==> src/rtl/judge7_scorer.sv <==
// Seven-judge scorer: trims one max and one min of seven 4-bit scores, averages the rest
// with round-half-up, and drives a 2-digit multiplexed 7-segment display.
module judge7_scorer #(
   parameter int SCAN_DIV = 1000
) (
   input  logic       clk,
   input  logic       rst,
   input  logic [3:0] scorein,
   input  logic       submit,
   output logic [7:0] seg,
   output logic [1:0] sel
);

   localparam int CW = (SCAN_DIV > 2) ? $clog2(SCAN_DIV) : 1;

   // LOAD is the first cycle of the show phase, spent computing the result
   typedef enum logic [1:0] {COLLECT, LOAD, SHOW} state_t;

   state_t        state, state_nxt;
   logic [2:0]    count;
   logic [6:0]    sum;
   logic [3:0]    max_s, min_s;
   logic [3:0]    result;
   logic          sub_d;
   logic          armed;
   logic          accept;
   logic [6:0]    trimmed;
   logic [CW-1:0] scan_cnt;
   logic          wrap;
   logic [1:0]    sel_nxt;
   logic [7:0]    tens_code, ones_code;
   logic [3:0]    ones_digit;

   function automatic logic [3:0] div5_round(input logic [6:0] t);
      logic [6:0] tp;
      logic [3:0] q;
      tp = t + 7'd2;
      q  = 4'd0;
      for (int k = 1; k <= 15; k++) begin
         if (tp >= 7'(5 * k)) q = 4'(k);
      end
      return q;
   endfunction

   function automatic logic [7:0] seg_enc(input logic [3:0] d);
      case (d)
         4'd0:    return 8'h3F;
         4'd1:    return 8'h06;
         4'd2:    return 8'h5B;
         4'd3:    return 8'h4F;
         4'd4:    return 8'h66;
         4'd5:    return 8'h6D;
         4'd6:    return 8'h7D;
         4'd7:    return 8'h07;
         4'd8:    return 8'h7F;
         4'd9:    return 8'h6F;
         default: return 8'h00;
      endcase
   endfunction

   // armed blocks a strobe already high at reset release until it drops once
   assign accept  = submit & ~sub_d & armed;
   assign trimmed = sum - {3'b000, max_s} - {3'b000, min_s};

   always_ff @(posedge clk or posedge rst) begin
      if (rst) begin
         sub_d <= 1'b0;
         armed <= 1'b0;
      end else begin
         sub_d <= submit;
         armed <= armed | ~submit;
      end
   end

   always_ff @(posedge clk or posedge rst) begin
      if (rst) state <= COLLECT;
      else     state <= state_nxt;
   end

   always_comb begin
      state_nxt = state;
      case (state)
         COLLECT: if (accept && count == 3'd6) state_nxt = LOAD;
         LOAD:    state_nxt = SHOW;
         SHOW:    if (accept) state_nxt = COLLECT;
         default: state_nxt = COLLECT;
      endcase
   end

   always_ff @(posedge clk or posedge rst) begin
      if (rst) begin
         count  <= 3'd0;
         sum    <= 7'd0;
         max_s  <= 4'd0;
         min_s  <= 4'd15;
         result <= 4'd0;
      end else begin
         if (state == COLLECT && accept) begin
            sum   <= sum + {3'b000, scorein};
            count <= count + 3'd1;
            if (scorein > max_s) max_s <= scorein;
            if (scorein < min_s) min_s <= scorein;
         end else if (state == SHOW && accept) begin
            sum   <= {3'b000, scorein};
            max_s <= scorein;
            min_s <= scorein;
            count <= 3'd1;
         end
         if (state == LOAD) result <= div5_round(trimmed);
      end
   end

   always_comb begin
      tens_code  = 8'h40;
      ones_digit = {1'b0, count};
      if (state == SHOW) begin
         if (result >= 4'd10) begin
            tens_code  = 8'h06;
            ones_digit = result - 4'd10;
         end else begin
            tens_code  = 8'h3F;
            ones_digit = result;
         end
      end
      ones_code = seg_enc(ones_digit);
   end

   assign wrap    = (scan_cnt == CW'(SCAN_DIV - 1));
   assign sel_nxt = wrap ? {sel[0], sel[1]} : sel;

   // seg is encoded for the digit selected after this edge so both change together
   always_ff @(posedge clk or posedge rst) begin
      if (rst) begin
         scan_cnt <= '0;
         sel      <= 2'b01;
         seg      <= 8'h3F;
      end else begin
         scan_cnt <= wrap ? '0 : scan_cnt + 1'b1;
         sel      <= sel_nxt;
         seg      <= sel_nxt[1] ? tens_code : ones_code;
      end
   end

endmodule

==> config.mk <==
export PLATFORM = sky130hd
export DESIGN_NAME = judge7_scorer
export DESIGN_NICKNAME = d
export VERILOG_FILES = /design/src/rtl/judge7_scorer.sv
export SDC_FILE = /design/constraint.sdc
export NUM_CORES = 1
export LEC_CHECK = 0
export BUFFER_PORTS_ARGS = -buffer_cell sky130_fd_sc_hd__buf_2
export CAP_MARGIN = 40
export CELL_PAD_IN_SITES_DETAIL_PLACEMENT = 0
export CELL_PAD_IN_SITES_GLOBAL_PLACEMENT = 1
export CORE_MARGIN = 10
export CORE_UTILIZATION = 52
export DETAILED_ROUTE_END_ITERATION = 6
export PLACE_DENSITY = 0.85
export SYNTH_ARGS = -nofsm -noshare
export SYNTH_HDL_FRONTEND = slang
export SYNTH_SLANG_ARGS = --single-unit
==> constraint.sdc <==
create_clock -name clk -period 5.18 [get_ports clk]
set_input_delay 0.259 -clock clk [delete_from_list [all_inputs] [get_ports clk]]
set_output_delay 0.259 -clock clk [all_outputs]
set_load 0.005 [all_outputs]
==> results.md <==
* Drt first pass iters at 4
* Cells after synthesis at around 330
* Setup crit end kind: flop
* IO Port Bufs at 15
* Final ANT Viol Nets at 0
* Setup Skew at between 0.007 and 0.008 ns
* Async SR Flop Fraction at 100.0%
* Tcrit/Tclk final at 66.15%
* GR met3 Demand/Resource at under 10%
* Total Routed Length at 6.068 mm
* Final slew viol count at 0
* Synth Net Count at about 370
* Gr usage total at approximately an eighth
* Total gr overflow at 0
* GPL Wtd Cong at 0.8595
* DR WL/cell at 14.73 um
* GR peak layer: met2
* RSZ-0062 raised after global routing: no
* Antenna Cells at 0
* Vias after detailed routing at 2,325
* CP arrival at around 3.6 ns
* CTS tree: done
* Status: finished clean
* Startpoint types: flop
* First DRT Iteration DRCs at 85
* Most frequent CP cell: fa_1
* Fin Setup TNS at 0 ns
* Area after DPL at 3189 um^2
* Place WS at 1.817 ns
* Num CTS Buffers at 5
* Share of cells above drive strength 1 at 14.12%
* Post-route DRC at 0
* Core ar. at around 5600 um^2
* Number of global-route vias before repair at between 2,000 and 2,500
* Slowest CP cell: fa_1
* Initial Util at between 50% and 60%
* Number of synthesized register bits at 45
* Die Y at around 97 um
* Worst Setup Path Type: reg -> reg
* Synth warn at 0
* Routing usage on met2 at 21.68%
* # IOs at 17
* Pin count of the biggest net entering global routing at 35
* Cell Chain, Critical Path: inv_1 > fa_1 > fa_1 > ha_1 > fa_1 > inv_1 > maj3_1 > o22ai_1 > nand4_1 > mux2i_1 > a31oi_1
* Final worst slack at between 1.5 and 2 ns
* Antenna violations before repair at 0
* CTS resizes at 0
* Max-Cap Viols at 0
* Htree depth at 2
* Post-CTS Setup Inserts at 0
* Clock-pin slew on the worst setup and hold paths at ~0.09 ns
* Commonest cells after routing, fill and taps aside: 34 x nor2_1, 34 x dfrtp_1, 29 x inv_1, 29 x ha_1
* Sink Count at 45
* Post-synth EDFFs at 0
* Crit path max fanout at 8
* Crit path time final at roughly 3.4 ns
* Slew @ Worst Pin at roughly 0.76 ns
* First-pass GRT wire length at roughly 11 mm
* Clock Tree Root: clkbuf_8
* Grt met1 use at approximately 16%
* Fin. Hold Viols at 0
* CP Buf/Inv Count at 2
* Row count at 27
* Worst-Skew Late Latency at 0.30 ns
* Sequential-to-total area share from yosys stat at 36.99%
* Dpl hpwl at ~4.6 mm
* Worst path required time at around 5.4 ns
* CTS Hold Bufs at 1
* Hold Crit Class: in -> reg
* CP delay by family, top: adder cells
* Area growth syn-to-layout at 6.456%
* CTS Buffer Depth at 2
* Vias/cell at roughly 5.6
* Final setup fails at 0
* Post-Synthesis Cell Area at 3082 um^2
* Max transition margin at about half
* Die Area at about 9400 um^2
* Design Area, Final at around 3300 um^2
* Top FF cell, synth: dfrtp_1
* FMAX at 0.2918 GHz
* Yosys cell types at 59
* Layout Nets at ~380
* CP max stage delay at around 0.64 ns
* Syn Area/Cell at roughly 9.5 um^2
* Die width at between 90 and 100 um
-- logic make-up (layout without fill, tap and decap cells) --
family | Yosys count | after routing | share of synthesized area [%]
and+or+nand+nor | 94 | 94 | 15.19
muxes | 9 | 9 | 3.167
other | 1 | 1 | 0.1217
xor gates and xnor gates | 14 | 14 | 3.979
AOI/OAI and AO/OA | 84 | 84 | 18.31
buffers and inverters | 42 | 56 | 5.927
adders and majority gates | 37 | 37 | 16.32
DFF | 45 | 45 | 36.99
-- synthesized netlist by cell type (3+ instances only) --
cell | n | area (um^2)
a21o_1 | 5 | 37.54
a21oi_1 | 19 | 95.09
a221o_1 | 4 | 40.04
a31oi_1 | 5 | 31.28
and3_1 | 3 | 18.77
clkbuf_1 | 5 | 18.77
dfrtp_1 | 34 | 850.8
dfstp_2 | 11 | 289.0
fa_1 | 6 | 120.1
ha_1 | 29 | 362.9
inv_1 | 30 | 112.6
mux2_2 | 3 | 33.78
mux2i_1 | 5 | 50.05
nand2_1 | 19 | 71.32
nand2b_1 | 3 | 18.77
nand3_1 | 8 | 40.04
nand4_1 | 5 | 31.28
nor2_1 | 34 | 127.6
nor2b_1 | 5 | 31.28
nor3_1 | 5 | 25.02
o211ai_1 | 8 | 60.06
o21a_1 | 5 | 37.54
o21ai_0 | 16 | 80.08
o22ai_1 | 3 | 18.77
xnor2_1 | 6 | 52.55
xor2_1 | 8 | 70.07
-- final timing paths --
path / from / end / slack (ns) / cells after the start
min in group asynchronous: rst / scan_cnt[8]$_DFF_PP0_ / 0.43 / 3
worst min register to register: scan_cnt[0]$_DFF_PP0_ / scan_cnt[0]$_DFF_PP0_ / 0.47 / 1
worst max register to register: min_s[1]$_DFFE_PP1P_ / result[0]$_DFFE_PP0N_ / 1.75 / 11
max in group asynchronous: rst / min_s[1]$_DFFE_PP1P_ / 3.99 / 4
worst min-delay path: submit / sub_d$_DFF_PP0_ / 0.09 / 1
worst max-delay path: min_s[1]$_DFFE_PP1P_ / result[0]$_DFFE_PP0N_ / 1.75 / 11
-- flip-flops by register name, indices dropped and copies added, names as in the netlist --
| signal | count |
|---|---|
| max_s | 4 |
| sub_d | 1 |
| state | 2 |
| sel | 2 |
| count | 3 |
| seg | 7 |
| result | 4 |
| sum | 7 |
| min_s | 4 |
| scan_cnt | 10 |
| armed | 1 |
-- per-stage QoR --
stage               utilization (%)  cells  hold slack, ns
floorplan                         -    326          0.2904
global placement              56.53    403          0.1983
detailed placement            56.53    403          0.2079
CTS                           58.15    412         0.08115
global route                  58.15    412         0.07782
finish                        58.15    412         0.09241
-- layer usage --
| metal | up-vias | routed length [um] | share of wire [%] |
|---|---|---|---|
| li1 | 1167 | - | - |
| met1 | 1120 | 2836 | 47 |
| met2 | 32 | 2987 | 49 |
| met3 | 6 | 169 | 2.8 |
| met4 | 0 | 74 | 1.2 |
| met5 | - | 0 | 0 |
-- area by class of cell --
class                   instances  area (um^2)
fillers                       522         2361
clock buffers                   7        76.32
well taps                      72        90.09
clock inverters                 1        5.005
flip-flops and latches         45         1140
inverters                      31        117.6
repair buffers                 17        92.59
multi-input cells             239         1759
Power is not shown: default switching activity piles up to over one toggle a cycle in this logic, so the estimate is an artifact.
